`src/rtl/basilisk_divide_iterate_pkg.sv`:
```
// Shared types for the basilisk divide iterate stage: operand/result payloads, FSM states and the
// single restoring-division step used by the RUN loop.
package basilisk_divide_iterate_pkg;

  localparam int BASILISK_DIVIDE_QUOTIENT_WIDTH = 26;
  localparam int BASILISK_DIVIDE_MANT_WIDTH     = 24;

  typedef struct packed {
    logic nan;
    logic inf;
    logic zero;
    logic div_by_zero;
  } basilisk_divide_flags_t;

  typedef struct packed {
    logic                   sign;
    logic [9:0]             exponent;
    logic [23:0]            mant_a;
    logic [23:0]            mant_b;
    basilisk_divide_flags_t flags;
    logic [4:0]             dest_reg;
    logic [2:0]             round_mode;
  } basilisk_divide_command_t;

  typedef struct packed {
    logic                   sign;
    logic [9:0]             exponent;
    logic [25:0]            quotient;
    logic                   sticky;
    basilisk_divide_flags_t flags;
    logic [4:0]             dest_reg;
    logic [2:0]             round_mode;
  } basilisk_divide_result_t;

  typedef struct packed {
    logic        q_bit;
    logic [25:0] rem;
  } fpu_div_step_t;

  typedef enum logic [1:0] {
    IDLE = 2'd0,
    RUN  = 2'd1,
    DONE = 2'd2
  } basilisk_divide_state_t;

  // One restoring step: compare, conditionally subtract, then shift the partial remainder.
  function automatic fpu_div_step_t fpu_float_div_step(input logic [25:0] rem, input logic [23:0] div);
    fpu_div_step_t r;
    logic [25:0]   div_ext;
    div_ext = {2'b00, div};
    if (rem >= div_ext) begin
      r.q_bit = 1'b1;
      r.rem   = (rem - div_ext) << 1;
    end else begin
      r.q_bit = 1'b0;
      r.rem   = rem << 1;
    end
    return r;
  endfunction

endpackage

```
`src/rtl/basilisk_divide_iterate_flow_stage.sv`:
```
// Output flow stage: MODE 0 is a wire-through, any other MODE is a full-throughput register slice.
// Latency 0 or 1 cycle; upstream ready follows downstream ready, or register-empty in register mode.
// Payload is held stable while dst_vld && !dst_rdy.
module basilisk_divide_iterate_flow_stage #(
  parameter int WIDTH = 8,
  parameter int MODE  = 1
) (
  input  logic             clk,
  input  logic             rst,
  input  logic             src_vld,
  output logic             src_rdy,
  input  logic [WIDTH-1:0] src_dat,
  output logic             dst_vld,
  input  logic             dst_rdy,
  output logic [WIDTH-1:0] dst_dat
);

  generate
    if (MODE == 0) begin : g_pass
      assign dst_vld = src_vld;
      assign dst_dat = src_dat;
      assign src_rdy = dst_rdy;
    end else begin : g_reg
      logic             vld_q;
      logic [WIDTH-1:0] dat_q;

      assign src_rdy = !vld_q || dst_rdy;
      assign dst_vld = vld_q;
      assign dst_dat = dat_q;

      always_ff @(posedge clk or negedge rst) begin
        if (!rst) begin
          vld_q <= 1'b0;
          dat_q <= '0;
        end else if (src_rdy) begin
          vld_q <= src_vld;
          if (src_vld) dat_q <= src_dat;
        end
      end
    end
  endgenerate

endmodule

```
`src/rtl/basilisk_divide_iterate.sv`:
```
// Radix-2 restoring mantissa divider producing a raw 26-bit quotient plus sticky, one operation in flight.
// Latency 1 + 26/BITS_PER_CYCLE + 1 cycles (+1 with output register); specials go straight to DONE.
// Stalls in DONE under backpressure; BASILISK_DIVIDE_EARLY_EXIT_EN ends RUN once the remainder is zero.
module basilisk_divide_iterate
  import basilisk_divide_iterate_pkg::*;
#(
  parameter int BITS_PER_CYCLE       = 1,
  parameter int OUTPUT_REGISTER_MODE = 1
) (
  input  logic                     clk,
  input  logic                     rst,
  input  logic                     divide_exponent_command_vld,
  output logic                     divide_exponent_command_rdy,
  input  basilisk_divide_command_t divide_exponent_command_dat,
  output logic                     divide_operation_command_vld,
  input  logic                     divide_operation_command_rdy,
  output basilisk_divide_result_t  divide_operation_command_dat
);

  localparam int         QW       = BASILISK_DIVIDE_QUOTIENT_WIDTH;
  localparam logic [4:0] CNT_STEP = 5'(BITS_PER_CYCLE);
  localparam logic [4:0] CNT_LAST = 5'(QW);

  basilisk_divide_state_t state;
  logic [QW-1:0]          rem;
  logic [QW-1:0]          quot;
  logic [23:0]            div;
  logic [4:0]             cnt;
  logic [4:0]             cnt_next;
  logic [QW-1:0]          step_rem;
  logic [QW-1:0]          step_quot;
  fpu_div_step_t          step;

  logic                   sign;
  logic [9:0]             exponent;
  basilisk_divide_flags_t flags;
  logic [4:0]             dest_reg;
  logic [2:0]             round_mode;

  logic                    cmd_rdy;
  logic                    res_vld;
  logic                    res_rdy;
  basilisk_divide_result_t res_dat;
  logic                    handoff;

  assign divide_exponent_command_rdy = cmd_rdy;
  assign handoff  = divide_operation_command_vld && divide_operation_command_rdy;
  assign cnt_next = cnt + CNT_STEP;

  // BITS_PER_CYCLE restoring steps chained combinationally.
  always_comb begin
    step      = '0;
    step_rem  = rem;
    step_quot = quot;
    for (int i = 0; i < BITS_PER_CYCLE; i++) begin
      step      = fpu_float_div_step(step_rem, div);
      step_rem  = step.rem;
      step_quot = {step_quot[QW-2:0], step.q_bit};
    end
  end

  always_comb begin
    res_dat            = '0;
    res_dat.sign       = sign;
    res_dat.exponent   = exponent;
    res_dat.quotient   = quot;
    res_dat.sticky     = |rem;
    res_dat.flags      = flags;
    res_dat.dest_reg   = dest_reg;
    res_dat.round_mode = round_mode;
  end

  always_ff @(posedge clk or negedge rst) begin
    if (!rst) begin
      state      <= IDLE;
      rem        <= '0;
      quot       <= '0;
      div        <= '0;
      cnt        <= '0;
      sign       <= 1'b0;
      exponent   <= '0;
      flags      <= '0;
      dest_reg   <= '0;
      round_mode <= '0;
      cmd_rdy    <= 1'b0;
      res_vld    <= 1'b0;
    end else begin
      case (state)
        IDLE: begin
          if (cmd_rdy && divide_exponent_command_vld) begin
            cmd_rdy    <= 1'b0;
            sign       <= divide_exponent_command_dat.sign;
            exponent   <= divide_exponent_command_dat.exponent;
            flags      <= divide_exponent_command_dat.flags;
            dest_reg   <= divide_exponent_command_dat.dest_reg;
            round_mode <= divide_exponent_command_dat.round_mode;
            div        <= divide_exponent_command_dat.mant_b;
            quot       <= '0;
            cnt        <= '0;
            if (divide_exponent_command_dat.flags != '0) begin
              rem     <= '0;
              res_vld <= 1'b1;
              state   <= DONE;
            end else begin
              rem   <= {2'b00, divide_exponent_command_dat.mant_a};
              state <= RUN;
            end
          end else begin
            cmd_rdy <= 1'b1;
          end
        end
        RUN: begin
          rem  <= step_rem;
          quot <= step_quot;
          cnt  <= cnt_next;
          if (cnt_next == CNT_LAST) begin
            res_vld <= 1'b1;
            state   <= DONE;
          end
`ifdef BASILISK_DIVIDE_EARLY_EXIT_EN
          else if (step_rem == '0) begin
            // Remaining quotient bits would all be zero; place the retired bits at the top.
            quot    <= step_quot << (CNT_LAST - cnt_next);
            res_vld <= 1'b1;
            state   <= DONE;
          end
`endif
        end
        DONE: begin
          if (res_vld && res_rdy) res_vld <= 1'b0;
          // Leave only once the result has left the output stage, keeping one operation in flight.
          if (handoff) begin
            res_vld <= 1'b0;
            cmd_rdy <= 1'b1;
            state   <= IDLE;
          end
        end
        default: state <= IDLE;
      endcase
    end
  end

  basilisk_divide_iterate_flow_stage #(
    .WIDTH($bits(basilisk_divide_result_t)),
    .MODE (OUTPUT_REGISTER_MODE)
  ) u_out_stage (
    .clk     (clk),
    .rst     (rst),
    .src_vld (res_vld),
    .src_rdy (res_rdy),
    .src_dat (res_dat),
    .dst_vld (divide_operation_command_vld),
    .dst_rdy (divide_operation_command_rdy),
    .dst_dat (divide_operation_command_dat)
  );

endmodule

```
`config.mk`:
```
export PLATFORM = sky130hd
export DESIGN_NAME = basilisk_divide_iterate
export DESIGN_NICKNAME = d
export VERILOG_FILES = /design/src/rtl/basilisk_divide_iterate_pkg.sv /design/src/rtl/basilisk_divide_iterate_flow_stage.sv /design/src/rtl/basilisk_divide_iterate.sv
export SDC_FILE = /design/constraint.sdc
export NUM_CORES = 1
export LEC_CHECK = 0
export BUFFER_PORTS_ARGS = -buffer_cell sky130_fd_sc_hd__buf_2
export CORE_ASPECT_RATIO = 0.6
export CORE_MARGIN = 1.5
export CORE_UTILIZATION = 57
export DETAILED_ROUTE_END_ITERATION = 7
export PLACE_DENSITY = 0.8
export SLEW_MARGIN = 0
export SYNTH_ARGS = -nofsm -noshare
export SYNTH_HDL_FRONTEND = slang
export SYNTH_SLANG_ARGS = --single-unit
```
`constraint.sdc`:
```
create_clock -name clk -period 2.8 [get_ports clk]
set_input_delay 0.28 -clock clk [delete_from_list [all_inputs] [get_ports clk]]
set_output_delay 0.28 -clock clk [all_outputs]
set_load 0.02 [all_outputs]
```
Word-level counts from Yosys, hierarchy flattened
Index checks and enable logic that the tools add are counted.
Word-level totals
  bits in registers: 159
  bits of input ports: 75
  output and inout bits: 52
  logic and storage cells: 67
Operators by class
  add/sub/neg operators: 2
  $lt $le $gt $ge: 1
  eq/ne operators: 8
  mux-type cells: 22
  reduce and logical (&&, ||, !) cells: 17
Operators by type and width (number)
  $pmux 26 s2: 2
  $mux 26: 2
  $mux 27: 1
  $ge 26x24->1: 1
  $reduce_or 26->1: 1
  $sub 25x24->25: 1
  $mux 24: 1
  $pmux 5 s2: 1
  $mux 2: 4
  $ne 2x2->1 const B: 4
  $reduce_and 2->1: 4
  $mux 1: 7
  $pmux 2 s3: 1
  $add 5x1->5 const B: 1
  $eq 5x5->1 const B: 1
  $mux 5: 1
  $reduce_and 5->1: 1
  $reduce_bool 2->1: 2
  $reduce_bool 4->1: 1
  $logic_and 1x1->1: 3
  $ne 3x3->1 const B: 1
  $pmux 1 s3: 1
  $reduce_and 3->1: 1
  $reduce_bool 3->1: 1
  other kinds (6): 6

Logic depth before layout (Yosys ltp)
  depth after elaboration: 6
  mapped depth: 13
  depth with buffers taken out: 12

Cells and area by module
Synthesis repeated with hierarchy kept, for this count alone.
Unflattened totals
  cells, all modules: 755
  area, all modules: 8239.2 µm²
By module, submodules not included
  basilisk_divide_iterate: times used 1, cells each 646, area an instance 6124.6 µm², seq. area each 2702.6 µm²
  basilisk_divide_iterate_flow_stage: times used 1, cells each 109, area an instance 2114.5 µm², seq. area each 1276.2 µm²

Least setup slack after synthesis
OpenSTA, ideal clock, no wires.
  path type: flip-flop to flip-flop
  from: reg rem[0]
  to: reg rem[21]
  setup time: 130 ps
  arrival: 2341 ps
  required time: 2670 ps
  slack: 328 ps
  cell stages (with the launch flop): 13
  buffers on the path: 0
  period minus slack after synthesis: 2472 ps
  cell sequence: dfrtp_1 inv_1 ha_1 inv_1 fa_1 a21oi_1 o2111ai_2 and2_2 nor2_1 o311ai_0 a21oi_1 xnor2_1 a31oi_1
Between the ends
  longest elaborated chain between the ends: 3
  elaborated cells on any way between the ends: 4
  classes of those cells: add/sub (1); order compare (1); mux (2)
Ends and longest elaborated chain
  start: declaration: RTL line basilisk_divide_iterate.sv:25  | logic [QW-1:0] rem;
  start signal: assignment: RTL line basilisk_divide_iterate.sv:105  | rem <= {2'b00, divide_exponent_command_dat.mant_a};
  start signal: assignment: RTL line basilisk_divide_iterate.sv:113  | rem <= step_rem;
  $sub 25x24->25 / $ge 26x24->1 (equally long branches): RTL line basilisk_divide_iterate_pkg.sv:53, basilisk_divide_iterate_pkg.sv:51
  $mux 27 *: RTL line basilisk_divide_iterate_pkg.sv:51  | if (rem >= div_ext) begin
  $pmux 26 s2 *: RTL line basilisk_divide_iterate.sv:88  | case (state)
Mark *: on every way between the ends. The rest lies on a longest branch, timed or not.
A chain may end at the register's enable or synchronous reset.

Final worst setup path
  from: reg rem[19]
  to: reg rem[21]
Same word-level chain as after synthesis.

==> reports/metrics.cfg <==
[status]
result_of_the_run=completed

[logic_synthesis]
synth_area_per_cell_sq_um=10.77
synth_top_area_share=0.4906
synth_flop_cell=dfrtp_1
netlist_instances=753
yosys_warning_total=0
synth_seq_area_share=0.4906
syn_nets=858
count_of_flip_flops_with_a_built_in_enable_after_synthesis=0
yosys.area.top_type=dfrtp_1
synth_cell_types=68
postSynthRegisterBits=159
synthTopCellsByArea=dfrtp_1 (49%), mux2_2 (13%), ha_1 (4.5%)
netlist_area_sq_um=8110
ys_async_sr_fraction=1.000

[timing]
setup_viol_count_final=0
maxClockFrequency_mhz=367.3
timing.final.crit_share=0.9724
fin_worst_skew_ns=0.01291
final_period_minus_worst_setup_slack_ns=2.723
timing.max_slew.rel_slack=0.5955
setup_slack_ns=0.07738
rsz0062_at_grt=false
timing_hold_violations_final=0
worst_slew_pin_slew_ns=0.6067
timing_max_transition_violations_final=0

[floorplanning]
die-height_um=95.40
floorplan.initialDensity=0.5881
num_io_pins=127
placeable_area_sq_um=13790
fp-row-count=33
floorplan.die_area_sq_um=14980
die-width_um=157.0

[final_layout]
final_layout_fill_cell_count=1049
drive_gt1_frac=0.3473
commonest_non_fill_non_tap_cell_in_the_layout=dfrtp_1
largest_register_ffs=50
area_growth_pct=20.81
layout_common_cells=dfrtp_1 (159), buf_2 (125), mux2_2 (96), nand2_1 (89), a21oi_1 (40)
finalInstanceArea_sq_um=9798
num-nets-final=1002
antennaDiodeCount=0
finish.utilization=0.7105

[grt]
gr-total-overflow=0
maximum_number_of_pins_on_one_net_before_global_route_repair=68
grt_first_pass_wirelength_mm=32.62
antenna_found_initial=0
grt_pass1_vias=6306
groute.usage.overall=0.2863

[route]
wl_per_cell_um=18.37
first_pass_iters=5
drt-total-wl_mm=20.25
antenna_violating_nets_post_route=0
drcViolationCount=0
drtIter0Drc=611
via_count=6459
route.detailed.vias_per_inst=5.861

[clocking]
clk_transition_reported_paths_ns=0.07
clk_root_buffer_cell=clkbuf_16
clk_latency_ns=0.43
clock_sink_count=159
numCtsBuffers=17
clk_path_buf_depth=2
cts-htree-levels=4
cts_tree=built

[critical_path]
timing.critical_path.fanout_max=7
kind_of_launch_point_of_the_worst_setup_path=register
critical_path_required_ns=3.10
setup.worst_path.class=register to register
arrival_ns=3.02
crit_path_end_kind=register

[power]
internal_power_w=0.006166
power.density_nw_per_um2=1033
vdd_drop_max_mv=0.6843
switchingPower_w=0.003959
total_power_consumption_w=0.01013
clock_power_share=0.241
static-leakage-power_nw=4.792
power.sequential.fraction=0.326
power.share.switching=0.3910
comb_power_share=0.433

[placement]
dp.final_hpwl_mm=14.07
post-place-ws_ns=-0.03596
gp_congestion=0.9772
placed_cell_area_sq_um=9112
port-buffer-count=126

[job]
max_cap_violations=0

[min_path]
timing.hold.worst.class=primary input to register

-- Yosys cell counts (all sizes together) (3+ instances only) --
| library cell | instances |
|---|---|
| dfrtp | 159 |
| mux2 | 97 |
| nand2 | 91 |
| o21ai | 43 |
| a21oi | 41 |
| nand3 | 39 |
| inv | 36 |
| ha | 29 |
| mux2i | 24 |
| nor2 | 23 |
| buf | 21 |
| a22oi | 17 |
| clkbuf | 16 |
| xnor2 | 14 |
| nor4 | 8 |
| a21o | 6 |
| a31oi | 6 |
| nand4 | 6 |
| nor3 | 6 |
| nand2b | 5 |
| xor2 | 5 |
| and2 | 4 |
| and3 | 4 |
| o211ai | 4 |
| o21bai | 4 |
| a2111oi | 3 |
| a211oi | 3 |
| a31o | 3 |
| nand3b | 3 |
| o31ai | 3 |
-- final cells by class --
type                            count  area [sq um]  area share
Tap cell                          192         240.2     0.02452
Multi-Input combinational cell    521          3849      0.3928
Clock inverter                     15         210.2     0.02145
Clock buffer                       17         425.4     0.04342
Inverter                           36         135.1     0.01379
Sequential cell                   159          3979      0.4061
Timing Repair Buffer              162         959.7     0.09794
-- worst paths after layout --
check	from	endpoint	slack (ns)	cells after the start
max	rem[19]	rem[21]	0.08	10
min	divide_exponent_command_dat[1]	round_mode[1]	0.08	2
max reg2reg	rem[19]	rem[21]	0.08	10
min reg2reg	quot[25]	quot[25]	0.48	2
max in group asynchronous	rst	rem[15]	1.58	3
min in group asynchronous	rst	round_mode[1]	0.40	2
-- through the flow --
step	instances	hold WS (ns)	TNS, ns
2_1_floorplan	753	-0.01559	0
3_3_place_gp	1067	0.3085	-0.04646
3_5_place_dp	1067	0.3080	-0.07576
4_1_cts	1100	0.06886	0
5_1_grt	1102	0.07598	0
6_report	1102	0.07506	0
-- repair_timing --
| item | 4_1_cts | 5_1_grt |
|---|---|---|
| pin swaps | 0 | 6 |
| hold buffers | 1 | 0 |
| gates resized for setup | 2 | 7 |
| endpoints found under the hold margin | 63 | 0 |
| setup buffers | 0 | 2 |
| gates cloned | 0 | 0 |
| setup endpoints to repair | 3 | 24 |
-- metal layers --
metal  track usage  up-vias  share of wire
met2        0.4259      285           0.43
met4       0.07460        0          0.012
met1        0.4252     3165           0.47
li1              -     2983              -
met5             0        -              0
met3       0.06227       26          0.087
-- power groups by stage --
stage,clock [W],combinational [W],sequential (W)
final,0.00244,0.00439,0.00330
after global routing,0.00257,0.00474,0.00338
after CTS,0.00248,0.00425,0.00330
after detailed placement,0,0.00420,0.00333
after global placement,0,0.00415,0.00329
after floorplan,0,0.00282,0.00346
-- cells by family after synthesis --
| kind of cell | share of synthesized area |
|---|---|
| AO/OA/AOI/OAI | 0.1176 |
| XOR/XNOR | 0.02052 |
| adder cells (fa/ha/maj) | 0.04721 |
| buffers and inverters | 0.03903 |
| flip-flops | 0.4906 |
| multiplexers | 0.1648 |
| AND/OR/NAND/NOR | 0.1203 |
-- worst max-delay path, cell delays in order (launching register included) --
cell      delay (ns)
dfrtp_1         0.43
ha_1            0.35
a21oi_1         0.25
o21bai_1        0.09
a221o_1         0.38
a21o_1          0.20
o21ai_2         0.22
nand2_4         0.17
buf_4           0.20
o31ai_2         0.23
a31oi_1         0.06
(Power assumes the default switching activity.)
